### src/rtl/serial_pattern_gen.sv
// Serial pattern generator: shifts a captured pattern out MSB first and counts
// the two-consecutive-ones hits a downstream detector is expected to report.
module serial_pattern_gen #(
    parameter int WIDTH = 8
) (
    input  logic             clk,
    input  logic             reset,
    input  logic             start,
    input  logic [WIDTH-1:0] pattern,
    input  logic [3:0]       len,
    output logic             x,
    output logic             x_valid,
    output logic             busy,
    output logic             done,
    output logic [3:0]       exp_count
);

    typedef enum logic [1:0] {
        IDLE,
        SHIFT,
        DONE
    } state_t;

    localparam logic [3:0] WIDTH_L = 4'(WIDTH);

    state_t           state_q, state_d;
    logic [WIDTH-1:0] shift_q, shift_d;
    logic [3:0]       bitsLeft_q, bitsLeft_d;
    logic             prevBit_q, prevBit_d;
    logic [3:0]       expCount_q, expCount_d;
    logic             x_q, x_d;
    logic             xValid_q, xValid_d;
    logic             busy_q, busy_d;
    logic             done_q, done_d;
    logic [3:0]       capLen;

    assign capLen = (len > WIDTH_L) ? WIDTH_L : len;

    // State and every registered output; reset wins over any pending start.
    always_ff @(posedge clk) begin
        if (reset) begin
            state_q    <= IDLE;
            shift_q    <= '0;
            bitsLeft_q <= '0;
            prevBit_q  <= 1'b0;
            expCount_q <= '0;
            x_q        <= 1'b0;
            xValid_q   <= 1'b0;
            busy_q     <= 1'b0;
            done_q     <= 1'b0;
        end else begin
            state_q    <= state_d;
            shift_q    <= shift_d;
            bitsLeft_q <= bitsLeft_d;
            prevBit_q  <= prevBit_d;
            expCount_q <= expCount_d;
            x_q        <= x_d;
            xValid_q   <= xValid_d;
            busy_q     <= busy_d;
            done_q     <= done_d;
        end
    end

    always_comb begin
        state_d = state_q;
        case (state_q)
            IDLE:    if (start) state_d = (capLen == 4'd0) ? DONE : SHIFT;
            SHIFT:   if (bitsLeft_q == 4'd0) state_d = DONE;
            DONE:    state_d = IDLE;
            default: state_d = IDLE;
        endcase
    end

    // bitsLeft counts the bits still waiting behind the one currently on x.
    always_comb begin
        shift_d    = shift_q;
        bitsLeft_d = bitsLeft_q;
        prevBit_d  = prevBit_q;
        expCount_d = expCount_q;
        x_d        = 1'b0;
        case (state_q)
            IDLE: begin
                if (start) begin
                    shift_d    = {pattern[WIDTH-2:0], 1'b0};
                    bitsLeft_d = capLen - 4'd1;
                    prevBit_d  = 1'b0;
                    expCount_d = '0;
                    x_d        = pattern[WIDTH-1] & (capLen != 4'd0);
                end
            end
            SHIFT: begin
                if (x_q && prevBit_q) expCount_d = expCount_q + 4'd1;
                prevBit_d = x_q;
                if (bitsLeft_q != 4'd0) begin
                    x_d        = shift_q[WIDTH-1];
                    shift_d    = {shift_q[WIDTH-2:0], 1'b0};
                    bitsLeft_d = bitsLeft_q - 4'd1;
                end
            end
            default: ;
        endcase
        xValid_d = (state_d == SHIFT);
        busy_d   = (state_d != IDLE);
        done_d   = (state_d == DONE);
    end

    assign x         = x_q;
    assign x_valid   = xValid_q;
    assign busy      = busy_q;
    assign done      = done_q;
    assign exp_count = expCount_q;

endmodule

### config.mk
export PLATFORM = sky130hd
export DESIGN_NAME = serial_pattern_gen
export DESIGN_NICKNAME = d
export VERILOG_FILES = /design/src/rtl/serial_pattern_gen.sv
export SDC_FILE = /design/constraint.sdc
export NUM_CORES = 1
export LEC_CHECK = 0
export ABC_AREA = 1
export BUFFER_PORTS_ARGS = -buffer_cell sky130_fd_sc_hd__buf_2
export CAP_MARGIN = 5
export CORE_MARGIN = 1
export CORE_UTILIZATION = 40
export CTS_CLUSTER_SIZE = 14
export DETAILED_ROUTE_END_ITERATION = 8
export GPL_ROUTABILITY_DRIVEN = 0
export GPL_TIMING_DRIVEN = 0
export PLACE_DENSITY_LB_ADDON = 0.08
export RECOVER_POWER = 50
export SLEW_MARGIN = 20
export SYNTH_ARGS = -nofsm -noshare
export SYNTH_HDL_FRONTEND = slang
export SYNTH_SLANG_ARGS = --single-unit
### constraint.sdc
create_clock -name clk -period 1.5 [get_ports clk]
set_input_delay 0.075 -clock clk [delete_from_list [all_inputs] [get_ports clk]]
set_output_delay 0.075 -clock clk [all_outputs]
set_load 0.02 [all_outputs]
# Word-level counts from Yosys, hierarchy flattened
# Cells that the tools add are included.
# op_classes
add_sub_neg,3
multipliers,0
n_div,0
magnitude_cmp,1
n_eq_ne,6
shifts,0
mux,19
bitwise,1
reduce_logical,11
# op_table
cell,n
2-to-1 mux 4 bit,5
2-to-1 mux 8 bit,2
one-hot mux 4 bit (2 select lines),2
one-hot mux 8 bit (2 select lines),1
logical NOT 4 bit,2
nonzero test 4 bit,2
subtractor 4 x 1 -> 4 bit (second input constant),2
2-to-1 mux 2 bit,3
inequality test 2 bit (second input constant),3
AND reduction 3 bit,2
adder 4 x 1 -> 4 bit (second input constant),1
== test 2 x 1 -> 1 bit (second input constant),2
greater-than comparator 4 bit (second input constant),1
one-hot mux 1 bit (2 select lines),2
one-hot mux 2 bit (2 select lines),1
nonzero test 2 bit,2
2-to-1 mux 1 bit,3
== test 2 bit (second input constant),1
logical NOT 2 bit,1
AND reduction 2 bit,1
AND 1 bit,1
logical AND 1 bit,1
# word_totals
register_bits,23
latch_bits,0
ramBits,0
romBits,0
inputBits,15
out_inout_bits,8
mem_count,0

# Longest topological paths before layout
# logic_depth
word_depth,7
mapped_depth,9
depth_no_buf,9

# Worst setup path before layout
# Ideal clock, no wire load.
# synth_path
kind,register to register
from,register state_q[0]
to,register bitsLeft_q[2]
setup_ps,117
t_arrival_ps,1090
setup_slack_ps,293
stages_incl_launch_ff,9
n_path_buf,0
period_less_slack_ps,1207
cell_sequence,dfxtp_1 inv_2 nor2_2 nand2_1 nand2_1 ha_1 nand3_1 a21oi_1 nor2_1
# synth_between
elab_chain_len,3
word_cells_on_any_way,7
cone_classes,eq/ne (3); mux (1); reduce/logical (3)
# synth_rtl
element,line,rtl
start: declaration,26,"state_t state_q, state_d;"
start signal: assignment,52,state_q <= state_d;
== test 2 x 1 -> 1 bit or logical NOT 2 bit (tied branches),81,case (state_q)
inequality test 2 bit (no source line) or nonzero test 2 bit (tied branches),-,
AND reduction 3 bit (no source line),-,
end signal: assignment,54,bitsLeft_q <= bitsLeft_d;
end: declaration,28,"logic [3:0] bitsLeft_q, bitsLeft_d;"
# Several ways; a longest one is shown, not always the timed one.
# A chain may end at the register's enable or synchronous reset.

# Worst setup path in the final report
# layout_path
from,register state_q[1]
to,register bitsLeft_q[2]
# The elaborated chain is that of the path after synthesis.

==> metrics.cfg <==
[global_route]
grt_max_degree=13
grt_antenna_before_repair=0
grt_pass1_wl_um=3620
grt_pass1_vias=864
track_usage=0.177
overflow=0

[detailed_routing]
vias=1023
vias_per_cell=4.99
wl_per_cell_um=10.6
firstDrtPassIters=4
drtIter0Drc=13
drc_errors=0
detail-route-antenna-nets=0
wl_um=2170

[sta]
worst_slack_ps=127
fin_hold_ws_ps=24.5
period_share=0.915
fmax_mhz=728
tightest_slew_ps=396
slew-limit-headroom=0.736
maxSlewViolCount=0
hold_violations=0
rsz0062_at_grt=yes
period_minus_slack_ps=1370
setup_viol=0
fin_setup_tns_ps=0
finalClockSkew_ps=3.53

[place]
portBuffers=21
place_ws_ps=84.0
dp_hpwl_um=1650

[setup_path]
reg2reg_depth=9
critPathMaxStageDelay_ps=340
slowest_stage=dfxtp_1
required_ps=1710
start_kind=flop
rrSetupSlack_ps=130
cp_max_fo=7
crit_chain=inv_2 > nand2_2 > nand2_1 > nand2_1 > ha_1 > inv_1 > nand2_1 > a21oi_1 > nor2_1
cp.arrival_ps=1580
r2r_end=bitsLeft_q[2]
cp-end-kind=flop
setup.worst_path.class=flop to flop
crit_top_cell=nand2_1
reg2reg_from=state_q[1]

[clocking]
postCtsSetupRepairBufs=0
clk_latency_ps=300
cts_hold_buf=0
htree_levels=1
cts_tree=built
path_clk_slew_ps=120
cts_resized=0
numClockSinks=22
clock_path_buffers=2
cts_root_buffer=clkbuf_4
numCtsBuffers=3

[pwr]
p_clk_frac=0.221
p_int_w=0.000953
p_sw_frac=0.337
combPwrFrac=0.291
vdd_drop_max_mv=0.598
power_switching_w=0.000485
power.density_mw_per_mm2=1190
p_leak_nw=0.567
seq_power_share=0.488

[cells_and_area]
layout_common_cells=42 x nand2_1, 25 x nor2_1, 21 x dfxtp_1, 14 x buf_2
mostFrequentLayoutCell=nand2_1
drive_above_1_share=0.166
fill_cells=269
syn_to_final_growth_pct=16.3
antennaDiodeCount=0
layout.nets=193

[logic_synthesis]
synth_area_mm2=0.00104
synth-compound-area-share=0.150
seq_area_frac_synth=0.423
synth_area_leaders=dfxtp_1 42%, nand2_1 15%, nor2_1 9.0%, nand3_1 5.8%, o21ai_0 5.8%
synth_top_area_frac=0.423
ys_warn_count=0
synthSimpleGateAreaFrac=0.340
synthMuxAreaShare=0
syn_inst=150
synth_top_cell_by_area=dfxtp_1
synth-seq-cells=22
synthXorXnorAreaFrac=0
synthAdderAreaFrac=0.0240
ys_types=21
synth_top_family_by_area=simple AND/OR/NAND/NOR gates
syn_avg_cell_area_um2=6.94
syn-num-nets=167

[worst_hold_path]
hold_start=pattern[0]
hold_depth=3
hold_path_class=input port to flop
min_to=shift_q[1]

[floorplan]
start_util=0.420
fp.coreArea_mm2=0.00248
die_area_mm2=0.00281
die_h_um=53.0
die_w_um=53.0
io_pins=23
row_count=18

[flow_run]
maxCapViolations=0

[status]
run_status=finished clean

## power groups by stage
stage | clock, W | combinational, W | sequential, W
CTS | 0.000331 | 0.000429 | 0.000700
detailed placement | 0 | 0.000426 | 0.000714
global route | 0.000354 | 0.000481 | 0.000712
global placement | 0 | 0.000420 | 0.000712
floorplan | 0 | 0.000298 | 0.000729
finish | 0.000318 | 0.000419 | 0.000702
## sequential cells by signal, summed over array words and instances (netlist names)
name	flops
bitsLeft_q	4
busy	1
done	1
exp_count	4
prevBit_q	1
shift_q	7
state_q	2
x	1
x_valid	1
## per-stage QoR
step | util | total power (W) | cell area, µm² | instances
after CTS | 0.492 | 0.00146 | 1220 | 205
after global placement | 0.478 | 0.00113 | 1180 | 201
after global routing | 0.489 | 0.00155 | 1210 | 205
after floorplan | - | 0.00103 | 1040 | 150
after detailed placement | 0.478 | 0.00114 | 1180 | 201
final | 0.489 | 0.00144 | 1210 | 205
## worst max path at each step
| stage | from | end | slack (ps) | depth (start not counted) |
|---|---|---|---|---|
| CTS | state_q[0] | bitsLeft_q[2] | 60 | 8 |
| global placement | state_q[0] | bitsLeft_q[2] | 90 | 8 |
| floorplan | state_q[0] | bitsLeft_q[2] | 290 | 8 |
| finish | state_q[1] | bitsLeft_q[2] | 130 | 9 |
| global route | bitsLeft_q[0] | shift_q[6] | -10 | 6 |
| detailed placement | state_q[0] | bitsLeft_q[2] | 80 | 8 |
## critical path, delay by kind of cell, from the launching register on
kind / cells / cell delay [ps]
AO/OA/AOI/OAI: 1 / 170
flip-flops: 1 / 340
adder cells (fa/ha/maj): 1 / 220
AND/OR/NAND/NOR: 5 / 390
buffers and inverters: 2 / 170
## synthesized netlist by cell type
cell,n
and3_1,1
buf_2,1
buf_6,1
clkbuf_1,1
nand3_4,1
nor2_2,1
o21ai_0,12
a21oi_1,11
ha_1,2
inv_1,8
a21oi_4,1
nand3_1,12
dfxtp_1,22
o22a_1,1
inv_2,3
nor2_1,25
o21ai_2,1
nand2_1,42
nand2_2,2
buf_1,1
o21a_1,1
## final cells by class
| cell class | instances | area [µm²] | share of cell area |
|---|---|---|---|
| plain buffers | 4 | 23.8 | 0.0196 |
| clock buffers | 4 | 36.3 | 0.0300 |
| inverters | 11 | 41.3 | 0.0341 |
| multi-input cells | 113 | 536 | 0.442 |
| flip-flops and latches | 22 | 442 | 0.365 |
| well taps | 30 | 37.5 | 0.0310 |
| repair buffers | 21 | 95.1 | 0.0785 |
## layer usage
layer  vias to the layer above  share of wire  track usage  wire [µm]
li1                        535              -            -          -
met1                       466           0.46        0.215        991
met2                        18           0.49        0.306       1070
met3                         4          0.041       0.0345         89
met4                         0         0.0088       0.0658         19
met5                         -              0            0          0
## logic make-up after synthesis
group,count (synthesis)
AO/OA/AOI/OAI,27
adder cells (fa/ha/maj),2
AND/OR/NAND/NOR,84
flip-flops,22
buffers and inverters,15
Note: power is estimated with default switching activity, not from simulation.
